File: src/rtl/bias_fetch_ctrl.sv
// bias_fetch_ctrl: shares the registered bias ROM port between a sequential
// stream engine (valid/ready output, 2-entry FIFO) and a random-access read
// port. Optional macro BIAS_CTRL_RANGE_CHECK_EN enables out-of-range
// checking of random read addresses.
module bias_fetch_ctrl #(
  parameter int NUM_BIASES = 10,
  parameter int ADDR_W     = 10,
  parameter int DATA_W     = 8
) (
  input  logic              clk_i,
  input  logic              reset_i,
  input  logic              start_i,
  output logic              busy_o,
  output logic              done_o,
  output logic              bias_valid_o,
  input  logic              bias_ready_i,
  output logic [DATA_W-1:0] bias_data_o,
  output logic [ADDR_W-1:0] bias_idx_o,
  output logic              bias_last_o,
  input  logic              rd_req_i,
  input  logic [ADDR_W-1:0] rd_addr_i,
  output logic              rd_gnt_o,
  output logic              rd_valid_o,
  output logic [DATA_W-1:0] rd_data_o,
  output logic              rd_err_o,
  output logic [ADDR_W-1:0] rom_addr_o,
  input  logic [DATA_W-1:0] rom_data_i
);

  localparam logic [ADDR_W-1:0] LAST_IDX = ADDR_W'(NUM_BIASES - 1);

  typedef enum logic [1:0] {
    IDLE,
    RUN,
    DRAIN
  } state_e;

  state_e            state_q, state_d;
  logic [ADDR_W-1:0] iss_cnt_q, iss_cnt_d;
  logic [ADDR_W-1:0] cons_cnt_q, cons_cnt_d;
  logic              prio_rd_q, prio_rd_d;   // 1: random port has priority

  // In-flight ROM read tag
  logic              infl_vld_q;
  logic              infl_rd_q;
  logic [ADDR_W-1:0] infl_idx_q;
  logic              infl_err_q;

  // Output FIFO
  logic [DATA_W-1:0] fdata_q [2];
  logic [ADDR_W-1:0] fidx_q  [2];
  logic              flast_q [2];
  logic              wptr_q, rptr_q;
  logic [1:0]        cnt_q;

  logic [ADDR_W-1:0] rom_addr_q;
  logic [DATA_W-1:0] rd_data_q;

  logic              pop, push, strm_elig, strm_issue, rd_oor;
  logic [1:0]        occ;

`ifdef BIAS_CTRL_RANGE_CHECK_EN
  assign rd_oor = ({1'b0, rd_addr_i} >= (ADDR_W+1)'(NUM_BIASES));
`else
  assign rd_oor = 1'b0;
`endif

  assign pop  = (cnt_q != 2'd0) && bias_ready_i;
  assign push = infl_vld_q && !infl_rd_q;

  // Occupancy counted after this cycle's pop so a draining FIFO can still
  // issue every cycle; the next cycle's count plus new in-flight stays <= 2.
  assign occ = cnt_q - {1'b0, pop} + {1'b0, push};

  assign busy_o       = (state_q != IDLE);
  assign bias_valid_o = (cnt_q != 2'd0);
  assign bias_data_o  = fdata_q[rptr_q];
  assign bias_idx_o   = fidx_q[rptr_q];
  assign bias_last_o  = flast_q[rptr_q];

  assign rd_valid_o = infl_vld_q && infl_rd_q;
  assign rd_err_o   = rd_valid_o && infl_err_q;
  // ROM data is only valid in the return cycle, so the output muxes it in
  // directly and the register holds it afterwards.
  assign rd_data_o  = rd_valid_o ? (infl_err_q ? '0 : rom_data_i) : rd_data_q;

  // Round-robin arbitration of the single ROM slot
  always_comb begin
    strm_elig  = (state_q == RUN) && (occ < 2'd2);
    strm_issue = 1'b0;
    rd_gnt_o   = 1'b0;
    prio_rd_d  = prio_rd_q;
    if (strm_elig && rd_req_i) begin
      rd_gnt_o   = prio_rd_q;
      strm_issue = !prio_rd_q;
    end else begin
      rd_gnt_o   = rd_req_i;
      strm_issue = strm_elig;
    end
    if (strm_issue) prio_rd_d = 1'b1;
    if (rd_gnt_o)   prio_rd_d = 1'b0;

    rom_addr_o = rom_addr_q;
    if (strm_issue)              rom_addr_o = iss_cnt_q;
    else if (rd_gnt_o && !rd_oor) rom_addr_o = rd_addr_i;
  end

  // Stream FSM next-state, counters and done pulse
  always_comb begin
    state_d    = state_q;
    iss_cnt_d  = iss_cnt_q;
    cons_cnt_d = cons_cnt_q;
    done_o     = 1'b0;
    if (state_q != IDLE && pop) cons_cnt_d = cons_cnt_q + 1'b1;
    case (state_q)
      IDLE: begin
        if (start_i) begin
          state_d    = RUN;
          iss_cnt_d  = '0;
          cons_cnt_d = '0;
        end
      end
      RUN: begin
        if (strm_issue) begin
          iss_cnt_d = iss_cnt_q + 1'b1;
          if (iss_cnt_q == LAST_IDX) state_d = DRAIN;
        end
      end
      DRAIN: begin
        if (pop && cons_cnt_q == LAST_IDX) begin
          state_d = IDLE;
          done_o  = 1'b1;
        end
      end
      default: state_d = IDLE;
    endcase
  end

  // State, arbitration pointer, in-flight tag and held read data
  always_ff @(posedge clk_i) begin
    if (reset_i) begin
      state_q    <= IDLE;
      iss_cnt_q  <= '0;
      cons_cnt_q <= '0;
      prio_rd_q  <= 1'b0;
      infl_vld_q <= 1'b0;
      infl_rd_q  <= 1'b0;
      infl_idx_q <= '0;
      infl_err_q <= 1'b0;
      rom_addr_q <= '0;
      rd_data_q  <= '0;
    end else begin
      state_q    <= state_d;
      iss_cnt_q  <= iss_cnt_d;
      cons_cnt_q <= cons_cnt_d;
      prio_rd_q  <= prio_rd_d;
      infl_vld_q <= strm_issue || rd_gnt_o;
      infl_rd_q  <= rd_gnt_o;
      infl_idx_q <= iss_cnt_q;
      infl_err_q <= rd_gnt_o && rd_oor;
      rom_addr_q <= rom_addr_o;
      rd_data_q  <= rd_data_o;
    end
  end

  // Two-entry output FIFO capturing stream ROM returns
  always_ff @(posedge clk_i) begin
    if (reset_i) begin
      for (int unsigned i = 0; i < 2; i++) begin
        fdata_q[i] <= '0;
        fidx_q[i]  <= '0;
        flast_q[i] <= 1'b0;
      end
      wptr_q <= 1'b0;
      rptr_q <= 1'b0;
      cnt_q  <= 2'd0;
    end else begin
      if (push) begin
        fdata_q[wptr_q] <= rom_data_i;
        fidx_q[wptr_q]  <= infl_idx_q;
        flast_q[wptr_q] <= (infl_idx_q == LAST_IDX);
        wptr_q          <= ~wptr_q;
      end
      if (pop) rptr_q <= ~rptr_q;
      cnt_q <= cnt_q + {1'b0, push} - {1'b0, pop};
    end
  end

endmodule
File: config.mk
export PLATFORM = sky130hd
export DESIGN_NAME = bias_fetch_ctrl
export DESIGN_NICKNAME = d
export VERILOG_FILES = /design/src/rtl/bias_fetch_ctrl.sv
export SDC_FILE = /design/constraint.sdc
export NUM_CORES = 1
export LEC_CHECK = 0
export CORE_UTILIZATION = 25
export CTS_CLUSTER_DIAMETER = 30
export DETAILED_ROUTE_END_ITERATION = 7
export GPL_ROUTABILITY_DRIVEN = 0
export REMOVE_ABC_BUFFERS = 1
export SLEW_MARGIN = 25
export SYNTH_ARGS = -nofsm -noshare
export SYNTH_HDL_FRONTEND = slang
export SYNTH_SLANG_ARGS = --single-unit
File: constraint.sdc
create_clock -name clk_i -period 3.4 [get_ports clk_i]
set_clock_uncertainty 0.15 [all_clocks]
set_input_delay 0.68 -clock clk_i [delete_from_list [all_inputs] [get_ports clk_i]]
set_output_delay 0.68 -clock clk_i [all_outputs]
set_load 0.05 [all_outputs]
==> results of run 1 <==
-- routing by layer --
layer | GRT usage | vias up | wire length [um] | share of wire
li1 | - | 1556 | - | -
met1 | 0.1443 | 1484 | 4464 | 0.46
met2 | 0.1800 | 79 | 4453 | 0.46
met3 | 0.03729 | 10 | 609 | 0.063
met4 | 0.02841 | 0 | 80 | 0.0083
met5 | 0 | - | 0 | 0
-- final cells by class --
type                       count  area [um2]
clock buffer                  10       229.0
clock inverter                 6       75.07
fill                        1665       10810
inverter                       8       30.03
multi-input combinational    265        2003
sequential                    96        2303
tap                          220       275.3
timing repair buffer          87       979.7
-- cells in the final DEF (no fill, tap or decap), types with 12 or more instances in the layout --
cell                              instances
sky130_fd_sc_hd__nor2_1                  26
sky130_fd_sc_hd__nand2_1                 19
sky130_fd_sc_hd__clkdlybuf4s50_1         50
sky130_fd_sc_hd__nor2b_1                 22
sky130_fd_sc_hd__edfxtp_1                38
sky130_fd_sc_hd__buf_12                  13
sky130_fd_sc_hd__mux2_2                  27
sky130_fd_sc_hd__and2_1                  36
sky130_fd_sc_hd__mux2i_1                 12
sky130_fd_sc_hd__buf_4                   19
sky130_fd_sc_hd__dfxtp_1                 57
-- through the flow --
stage	setup TNS (ns)	instances	util
finish	0	692	0.3530
global route	0	692	0.3530
CTS	0	692	0.3524
detailed placement	-3.130	670	0.3218
global placement	-2.971	670	0.3218
floorplan	-7.199	369	-
-- timing repair --
item | 4_1_cts | 5_1_grt
gates resized for setup | 31 | 2
pin swaps | 1 | 2
buffers inserted | 4 | 0
cloned | 2 | 0
setup endpoints to repair | 11 | 11
-- worst max path at each step --
stage / startpoint / end / slack (ns)
after global placement: bias_ready_i / rom_addr_o[2] / -0.29
after detailed placement: bias_ready_i / rom_addr_o[0] / -0.33
after floorplan: bias_ready_i / rom_addr_o[0] / -0.72
after global routing: cnt_q[0] / rom_addr_o[7] / 0.0005
final: bias_ready_i / rom_addr_o[7] / 0.13
after CTS: bias_ready_i / rom_addr_o[6] / 0.008
-- flip-flops by register name (all words and copies together) (netlist names), named ones only --
signal and cells:
infl_idx_q 10, infl_vld_q 1, rom_addr_q 10, fdata_q 16
flast_q 2, prio_rd_q 1, cnt_q 2, cons_cnt_q 10
infl_rd_q 1, state_q 2, wptr_q 1, fidx_q 20
iss_cnt_q 10, rptr_q 1, rd_data_q 8
-- worst register-to-register path, cell delays in order (launching register included) --
cell and delay [ns]:
sky130_fd_sc_hd__dfxtp_2 0.35, sky130_fd_sc_hd__o21a_1 0.20, sky130_fd_sc_hd__ha_1 0.28, sky130_fd_sc_hd__inv_1 0.04, sky130_fd_sc_hd__ha_1 0.17, sky130_fd_sc_hd__xnor3_2 0.26, sky130_fd_sc_hd__buf_4 0.11, sky130_fd_sc_hd__buf_4 0.14
sky130_fd_sc_hd__a31oi_4 0.14, sky130_fd_sc_hd__or4_1 0.49, sky130_fd_sc_hd__a21oi_1 0.15
-- power groups by stage --
stage                     registers [mW]  logic [mW]  clock network [mW]
after global routing                1.38        1.65                1.11
after detailed placement            1.39        1.42                   0
after CTS                           1.37        1.57                1.07
after global placement              1.39        1.40                   0
after floorplan                     1.40       0.821                   0
final                               1.37        1.56                1.03
-- cells by family (layout without fill, tap and decap cells) --
group | Yosys count | after routing | synth area share
simple gates | 153 | 153 | 0.1978
flops | 96 | 96 | 0.5329
compound gates | 55 | 55 | 0.09123
mux | 39 | 39 | 0.09818
buf+inv | 32 | 111 | 0.03591
xor+xnor | 11 | 11 | 0.02578
fa+ha+maj | 6 | 6 | 0.01738
other cells | 1 | 1 | 0.0008680
==> impl_results.html, run 1 <==
<table>
<tr><th>Metric</th><th>Value</th></tr>
<tr><th colspan="2">Status</th></tr>
<tr><td>Outcome</td><td>complete, no violations</td></tr>
<tr><th colspan="2">Floorplan</th></tr>
<tr><td>Die boundary height</td><td>133.5 um</td></tr>
<tr><td>Site row count</td><td>47</td></tr>
<tr><td>Area enclosed by the die boundary</td><td>17810 um2</td></tr>
<tr><td>Die width</td><td>133.5 um</td></tr>
<tr><td>Count of boundary I/O pins</td><td>66</td></tr>
<tr><td>CORE AREA</td><td>16700 um2</td></tr>
<tr><td>Initial core utilization</td><td>0.2587</td></tr>
<tr><th colspan="2">Critical path</th></tr>
<tr><td>Delay of the slowest critical-path stage</td><td>0.28 ns</td></tr>
<tr><td>FF-to-FF End</td><td>iss_cnt_q[8]</td></tr>
<tr><td>Critical-path cell list</td><td>clkbuf_2 &gt; o21a_1 &gt; ha_1 &gt; inv_1 &gt; ha_1 &gt; xnor3_2 &gt; nand3_4 &gt; buf_6 &gt; buf_16 &gt; a21oi_4 &gt; buf_12</td></tr>
<tr><td>WP data required</td><td>2.57 ns</td></tr>
<tr><td>Largest driver fanout on the critical path</td><td>11</td></tr>
<tr><td>Minimum setup slack among reg-to-reg paths</td><td>0.86 ns</td></tr>
<tr><td>Slowest cell on the critical path</td><td>sky130_fd_sc_hd__ha_1</td></tr>
<tr><td>Family of cells with the greatest summed delay on the critical path</td><td>buffers and inverters</td></tr>
<tr><td>Critical Path Stages</td><td>11</td></tr>
<tr><td>Buffer and inverter count on the worst path</td><td>5</td></tr>
<tr><td>Depth of the most critical reg-to-reg path</td><td>10</td></tr>
<tr><td>Sort of element at the start of the critical path</td><td>input pin</td></tr>
<tr><td>Worst setup path category</td><td>input pin to output port</td></tr>
<tr><td>R2R Path Start</td><td>cnt_q[1]</td></tr>
<tr><td>Critical path's most frequent cell</td><td>sky130_fd_sc_hd__ha_1</td></tr>
<tr><td>Capturing element type of the critical path</td><td>output port</td></tr>
<tr><td>Arrival time at the worst endpoint</td><td>2.44 ns</td></tr>
<tr><th colspan="2">Min path</th></tr>
<tr><td>Hold Startpoint</td><td>cons_cnt_q[9]</td></tr>
<tr><td>Worst Hold Class</td><td>flop to flop</td></tr>
<tr><td>Hold Path End</td><td>cons_cnt_q[9]</td></tr>
<tr><td>Worst hold path cell count</td><td>2</td></tr>
<tr><th colspan="2">Synthesis</th></tr>
<tr><td>Flip-flop and latch count after synthesis</td><td>96</td></tr>
<tr><td>Most frequently used flop master after synthesis</td><td>sky130_fd_sc_hd__dfxtp_1</td></tr>
<tr><td>Synth top area share</td><td>0.2688</td></tr>
<tr><td>Leading cell type by number of instances after synthesis</td><td>sky130_fd_sc_hd__dfxtp_1</td></tr>
<tr><td>Sequential share of the synthesized area</td><td>0.5329</td></tr>
<tr><td>Share of async-settable or async-resettable flops after synthesis</td><td>0</td></tr>
<tr><td>Synth top area cells</td><td>sky130_fd_sc_hd__dfxtp_1 27%, sky130_fd_sc_hd__edfxtp_1 26%, sky130_fd_sc_hd__mux2_2 7.0%</td></tr>
<tr><td>Synthesis warning total</td><td>0</td></tr>
<tr><td>Post-synthesis area per instance</td><td>10.99 um2</td></tr>
<tr><td>Netlist area before placement</td><td>4320 um2</td></tr>
<tr><td>Cell type contributing the most total cell area after synthesis</td><td>sky130_fd_sc_hd__dfxtp_1</td></tr>
<tr><td>Most instantiated cells after synthesis</td><td>58 x sky130_fd_sc_hd__dfxtp_1, 38 x sky130_fd_sc_hd__edfxtp_1, 36 x sky130_fd_sc_hd__and2_1</td></tr>
<tr><td>Post-synthesis cell type count</td><td>53</td></tr>
<tr><td>Number of enable flip-flop cells after synthesis</td><td>38</td></tr>
<tr><td>Gate count after technology mapping</td><td>393</td></tr>
<tr><th colspan="2">STA</th></tr>
<tr><td>Post-layout minimum cycle time</td><td>3.273 ns</td></tr>
<tr><td>Setup repair after global routing missed its margin</td><td>no</td></tr>
<tr><td>Final setup violation count</td><td>0</td></tr>
<tr><td>Final count of pins violating max slew</td><td>0</td></tr>
<tr><td>Max-Slew Margin vs Limit</td><td>0.5368</td></tr>
<tr><td>Final hold violation count</td><td>0</td></tr>
<tr><td>Worst hold-check slack</td><td>0.3500 ns</td></tr>
<tr><td>Final critical-path setup slack</td><td>0.1269 ns</td></tr>
<tr><td>Peak Freq</td><td>305.5 MHz</td></tr>
<tr><td>Worst slew pin tran</td><td>0.6940 ns</td></tr>
<tr><td>Final worst path period share</td><td>0.9627</td></tr>
<tr><th colspan="2">Clocking</th></tr>
<tr><td>Cell chosen for the clock root</td><td>sky130_fd_sc_hd__clkbuf_16</td></tr>
<tr><td>TritonCTS clock tree</td><td>built</td></tr>
<tr><td>Clock latency on the worst-skew pair</td><td>0.34 ns</td></tr>
<tr><td>Count of H-tree levels built during CTS</td><td>3</td></tr>
<tr><td>Clock buffer count from CTS</td><td>9</td></tr>
<tr><td>Clock-pin slew reported for the worst setup and hold paths after clock tree synthesis</td><td>0.06 ns</td></tr>
<tr><td>Number of buffers on the longest clock path</td><td>2</td></tr>
<tr><td>Hold bufs inserted after CTS</td><td>0</td></tr>
<tr><td>Number of sinks on the clock net</td><td>96</td></tr>
<tr><th colspan="2">Routing</th></tr>
<tr><td>Overall via count from detail_route</td><td>3129</td></tr>
<tr><td>Routed length per instance</td><td>13.88 um</td></tr>
<tr><td>Post-detailed-route via-to-cell ratio</td><td>4.522</td></tr>
<tr><td>ANT nets after route</td><td>0</td></tr>
<tr><td>First-pass detailed-route iteration total</td><td>4</td></tr>
<tr><td>Initial drt markers</td><td>176</td></tr>
<tr><td>Total Routed Length</td><td>9.607 mm</td></tr>
<tr><td>Post-detailed-route DRC marker count</td><td>0</td></tr>
<tr><th colspan="2">Place</th></tr>
<tr><td>Worst slack at placement</td><td>-0.3265 ns</td></tr>
<tr><td>Post-DP HPWL</td><td>6.437 mm</td></tr>
<tr><td>Port Buffers</td><td>64</td></tr>
<tr><td>Placed cell areas</td><td>5375 um2</td></tr>
<tr><th colspan="2">Power</th></tr>
<tr><td>Maximum VDD drop</td><td>0.0004279 V</td></tr>
<tr><td>Leakage power of the design</td><td>2.162 nW</td></tr>
<tr><td>Psw</td><td>1.398 mW</td></tr>
<tr><td>Switching portion of total power</td><td>0.3525</td></tr>
<tr><td>Relative contribution of sequential cells to total power</td><td>0.345</td></tr>
<tr><td>Total power consumption of the routed design</td><td>3.967 mW</td></tr>
<tr><td>Clock network fraction of total power</td><td>0.261</td></tr>
<tr><td>Power density normalized to cell area</td><td>672.9 nW/um2</td></tr>
<tr><td>Gate power share</td><td>0.394</td></tr>
<tr><td>Internal cell power</td><td>2.569 mW</td></tr>
<tr><th colspan="2">Final layout</th></tr>
<tr><td>Fraction of final layout cells sized beyond drive strength 1</td><td>0.2288</td></tr>
<tr><td>Post-route cell area</td><td>5896 um2</td></tr>
<tr><td>Fin nets</td><td>496</td></tr>
<tr><td>Antenna fix cells</td><td>0</td></tr>
<tr><td>Synthesis-to-layout area growth</td><td>36.46%</td></tr>
<tr><th colspan="2">Job</th></tr>
<tr><td>Max-cap violations</td><td>0</td></tr>
<tr><th colspan="2">GRT</th></tr>
<tr><td>Total congestion overflow after global routing</td><td>0</td></tr>
<tr><td>Initial antenna violation count</td><td>0</td></tr>
<tr><td>Global-route usage over all layers</td><td>0.1121</td></tr>
<tr><td>First-pass GRT wire length</td><td>15.74 mm</td></tr>
<tr><td>Vias in the first global route</td><td>3139</td></tr>
<tr><td>Pin count of the biggest net entering global routing</td><td>50</td></tr>
</table>
(Power assumes the default switching activity.)
==> run 2, diff against run 1 <==
Settings changed: CTS_CLUSTER_DIAMETER 30 to 80, DONT_BUFFER_PORTS set to 1.
==> run 2 against run 1 <==
Wire length fell by 2.0%; critical path depth fell by 1; combinational power fell by 29%; via count fell by 8.6%; total power fell by 11%; critical endpoint is now rom_addr_o[1]; highest routed layer unchanged.
==> impl_results.html, run 2 (synthesized netlist as in run 1, its figures left out) <==
<table>
<tr><th>Metric</th><th>Value</th></tr>
<tr><th colspan="2">Status</th></tr>
<tr><td>Outcome</td><td>complete, no violations</td></tr>
<tr><th colspan="2">Final layout</th></tr>
<tr><td>Commonest cells after routing, fill and taps aside</td><td>57 x sky130_fd_sc_hd__dfxtp_1, 38 x sky130_fd_sc_hd__edfxtp_1, 36 x sky130_fd_sc_hd__and2_1, 32 x sky130_fd_sc_hd__nor2_1, 27 x sky130_fd_sc_hd__mux2_2</td></tr>
<tr><td>Filler instances</td><td>1748</td></tr>
<tr><td>Register with the most flip-flops</td><td>fidx_q</td></tr>
<tr><td>Largest registers in the final layout</td><td>fidx_q x20, fdata_q x16</td></tr>
<tr><td>Fraction of final layout cells sized beyond drive strength 1</td><td>0.1921</td></tr>
<tr><td>Number of flip-flops in the largest register</td><td>20</td></tr>
<tr><td>Synthesis-to-layout area growth</td><td>16.04%</td></tr>
<tr><td>Antenna fix cells</td><td>0</td></tr>
<tr><td>Most common cell after layout, fill and taps aside</td><td>sky130_fd_sc_hd__dfxtp_1</td></tr>
<tr><td>Fin nets</td><td>430</td></tr>
<tr><td>Final core occ</td><td>0.3002</td></tr>
<tr><th colspan="2">Place</th></tr>
<tr><td>Post-DP HPWL</td><td>6.241 mm</td></tr>
<tr><td>Port Buffers</td><td>0</td></tr>
<tr><td>Worst slack at placement</td><td>0.1952 ns</td></tr>
<tr><th colspan="2">STA</th></tr>
<tr><td>Worst slew pin tran</td><td>0.6145 ns</td></tr>
<tr><td>Post-layout minimum cycle time</td><td>3.285 ns</td></tr>
<tr><td>Setup repair after global routing missed its margin</td><td>no</td></tr>
<tr><td>Final worst path period share</td><td>0.9663</td></tr>
<tr><td>Peak Freq</td><td>304.4 MHz</td></tr>
<tr><td>Final critical-path setup slack</td><td>0.1145 ns</td></tr>
<tr><td>Final count of pins violating max slew</td><td>0</td></tr>
<tr><td>Final setup violation count</td><td>0</td></tr>
<tr><td>Final hold violation count</td><td>0</td></tr>
<tr><td>Max-Slew Margin vs Limit</td><td>0.5892</td></tr>
<tr><th colspan="2">Clocking</th></tr>
<tr><td>Clock-pin slew reported for the worst setup and hold paths after clock tree synthesis</td><td>0.07 ns</td></tr>
<tr><td>Cell chosen for the clock root</td><td>sky130_fd_sc_hd__clkbuf_16</td></tr>
<tr><td>TritonCTS clock tree</td><td>built</td></tr>
<tr><td>Gates resized, CTS repair</td><td>0</td></tr>
<tr><td>Post-CTS repair timing setup buffer count</td><td>0</td></tr>
<tr><td>Hold bufs inserted after CTS</td><td>0</td></tr>
<tr><td>Number of buffers on the longest clock path</td><td>2</td></tr>
<tr><td>Count of H-tree levels built during CTS</td><td>3</td></tr>
<tr><td>Clock latency on the worst-skew pair</td><td>0.35 ns</td></tr>
<tr><td>Clock buffer count from CTS</td><td>9</td></tr>
<tr><td>Number of sinks on the clock net</td><td>96</td></tr>
<tr><th colspan="2">Floorplan</th></tr>
<tr><td>Site row count</td><td>47</td></tr>
<tr><td>Initial core utilization</td><td>0.2587</td></tr>
<tr><td>Die width</td><td>133.5 um</td></tr>
<tr><td>Area enclosed by the die boundary</td><td>17810 um2</td></tr>
<tr><td>Count of boundary I/O pins</td><td>66</td></tr>
<tr><td>CORE AREA</td><td>16700 um2</td></tr>
<tr><td>Die boundary height</td><td>133.5 um</td></tr>
<tr><th colspan="2">GRT</th></tr>
<tr><td>Global-route usage over all layers</td><td>0.1091</td></tr>
<tr><td>Total congestion overflow after global routing</td><td>0</td></tr>
<tr><td>First-pass GRT wire length</td><td>15.01 mm</td></tr>
<tr><td>Vias in the first global route</td><td>2896</td></tr>
<tr><td>Pin count of the biggest net entering global routing</td><td>59</td></tr>
<tr><td>Initial antenna violation count</td><td>0</td></tr>
<tr><th colspan="2">Critical path</th></tr>
<tr><td>Slowest cell on the critical path</td><td>sky130_fd_sc_hd__dfxtp_2</td></tr>
<tr><td>Worst setup path category</td><td>flop to output port</td></tr>
<tr><td>Critical-path cell list</td><td>o21a_1 &gt; ha_1 &gt; inv_1 &gt; ha_1 &gt; xnor3_2 &gt; nand3_4 &gt; buf_12 &gt; nor2_1 &gt; a21oi_1 &gt; buf_4</td></tr>
<tr><td>Delay of the slowest critical-path stage</td><td>0.35 ns</td></tr>
<tr><td>WP data required</td><td>2.57 ns</td></tr>
<tr><td>R2R Path Start</td><td>cnt_q[1]</td></tr>
<tr><td>Sort of element at the start of the critical path</td><td>flop</td></tr>
<tr><td>Critical Path Source</td><td>cnt_q[1]</td></tr>
<tr><td>Largest driver fanout on the critical path</td><td>19</td></tr>
<tr><td>Critical path's most frequent cell</td><td>sky130_fd_sc_hd__ha_1</td></tr>
<tr><td>Arrival time at the worst endpoint</td><td>2.46 ns</td></tr>
<tr><td>Capturing element type of the critical path</td><td>output port</td></tr>
<tr><th colspan="2">Min path</th></tr>
<tr><td>Worst Hold Class</td><td>input pin to flop</td></tr>
<tr><td>Hold Startpoint</td><td>reset_i</td></tr>
<tr><th colspan="2">Power</th></tr>
<tr><td>Power density normalized to cell area</td><td>707.9 nW/um2</td></tr>
<tr><td>Leakage power of the design</td><td>1.837 nW</td></tr>
<tr><td>Maximum VDD drop</td><td>0.0003123 V</td></tr>
<tr><th colspan="2">Routing</th></tr>
<tr><td>Routed length per instance</td><td>15.04 um</td></tr>
<tr><td>ANT nets after route</td><td>0</td></tr>
<tr><td>Post-detailed-route via-to-cell ratio</td><td>4.569</td></tr>
<tr><td>Initial drt markers</td><td>193</td></tr>
<tr><td>Total Routed Length</td><td>9.413 mm</td></tr>
<tr><td>Overall via count from detail_route</td><td>2860</td></tr>
<tr><td>First-pass detailed-route iteration total</td><td>4</td></tr>
<tr><td>Post-detailed-route DRC marker count</td><td>0</td></tr>
<tr><th colspan="2">Job</th></tr>
<tr><td>Max-cap violations</td><td>0</td></tr>
</table>
==> run 2: cell types whose count changed in the layout (fill, tap and decap cells not counted), moves of 2 or more <==
cell	before	now
sky130_fd_sc_hd__clkdlybuf4s50_1	50	0
sky130_fd_sc_hd__nor3b_2	0	2
sky130_fd_sc_hd__a21oi_2	4	0
sky130_fd_sc_hd__a21oi_1	7	17
sky130_fd_sc_hd__nor2_1	26	32
sky130_fd_sc_hd__a21oi_4	6	0
sky130_fd_sc_hd__buf_16	2	0
sky130_fd_sc_hd__buf_12	13	1
sky130_fd_sc_hd__nor2_2	6	1
==> run 2: power breakdown <==
group | switching (mW) | total (mW) | internal (mW)
clock network | 0.474 | 1.08 | 0.609
logic | 0.780 | 1.10 | 0.321
registers | 0.0533 | 1.37 | 1.31
total | 1.31 | 3.55 | 2.24
==> run 2: final timing paths <==
kind | end | slack (ns) | cells after the start
worst max register to register | iss_cnt_q[5] | 0.83 | 9
worst min register to register | cons_cnt_q[9] | 0.35 | 2
worst max-delay path | rom_addr_o[1] | 0.11 | 10
worst min-delay path | rom_addr_q[1] | 0.25 | 1
==> run 2: per-layer routing <==
| layer | GRT usage | vias to the layer above | share of wire |
|---|---|---|---|
| met3 | 0.03349 | 9 | 0.047 |
| li1 | - | 1413 | - |
| met1 | 0.1387 | 1367 | 0.48 |
| met2 | 0.1745 | 71 | 0.46 |
| met5 | 0 | - | 0 |
| met4 | 0.03851 | 0 | 0.012 |
==> run 2: per-stage QoR <==
stage | cells | cell area (um2) | total power, mW | hold WS (ns) | TNS [ns]
CTS | 625 | 4965 | 3.558 | 0.2358 | 0
detailed placement | 609 | 4647 | 2.465 | 0.3467 | 0
global placement | 609 | 4647 | 2.440 | 0.3148 | 0
floorplan | 369 | 4195 | 2.221 | 0.3022 | -7.199
finish | 626 | 5014 | 3.549 | 0.2540 | 0
global route | 626 | 5014 | 3.707 | 0.2293 | 0
==> run 2: area by class of cell <==
cell class / instances / area, um2 / area share
flip-flops and latches: 96 / 2303 / 0.4594
repair buffers: 21 / 187.7 / 0.03743
well taps: 220 / 275.3 / 0.05490
inverters: 8 / 30.03 / 0.005990
multi-input cells: 265 / 1899 / 0.3788
clock inverters: 6 / 78.83 / 0.01572
clock buffers: 10 / 239.0 / 0.04767
==> run 2: critical path: cells and delay by family (launching register included) <==
kind | cells | cell delay (ns)
buf+inv | 3 | 0.44
fa+ha+maj | 2 | 0.43
compound gates | 2 | 0.38
flops | 1 | 0.35
xor+xnor | 1 | 0.29
simple gates | 2 | 0.20
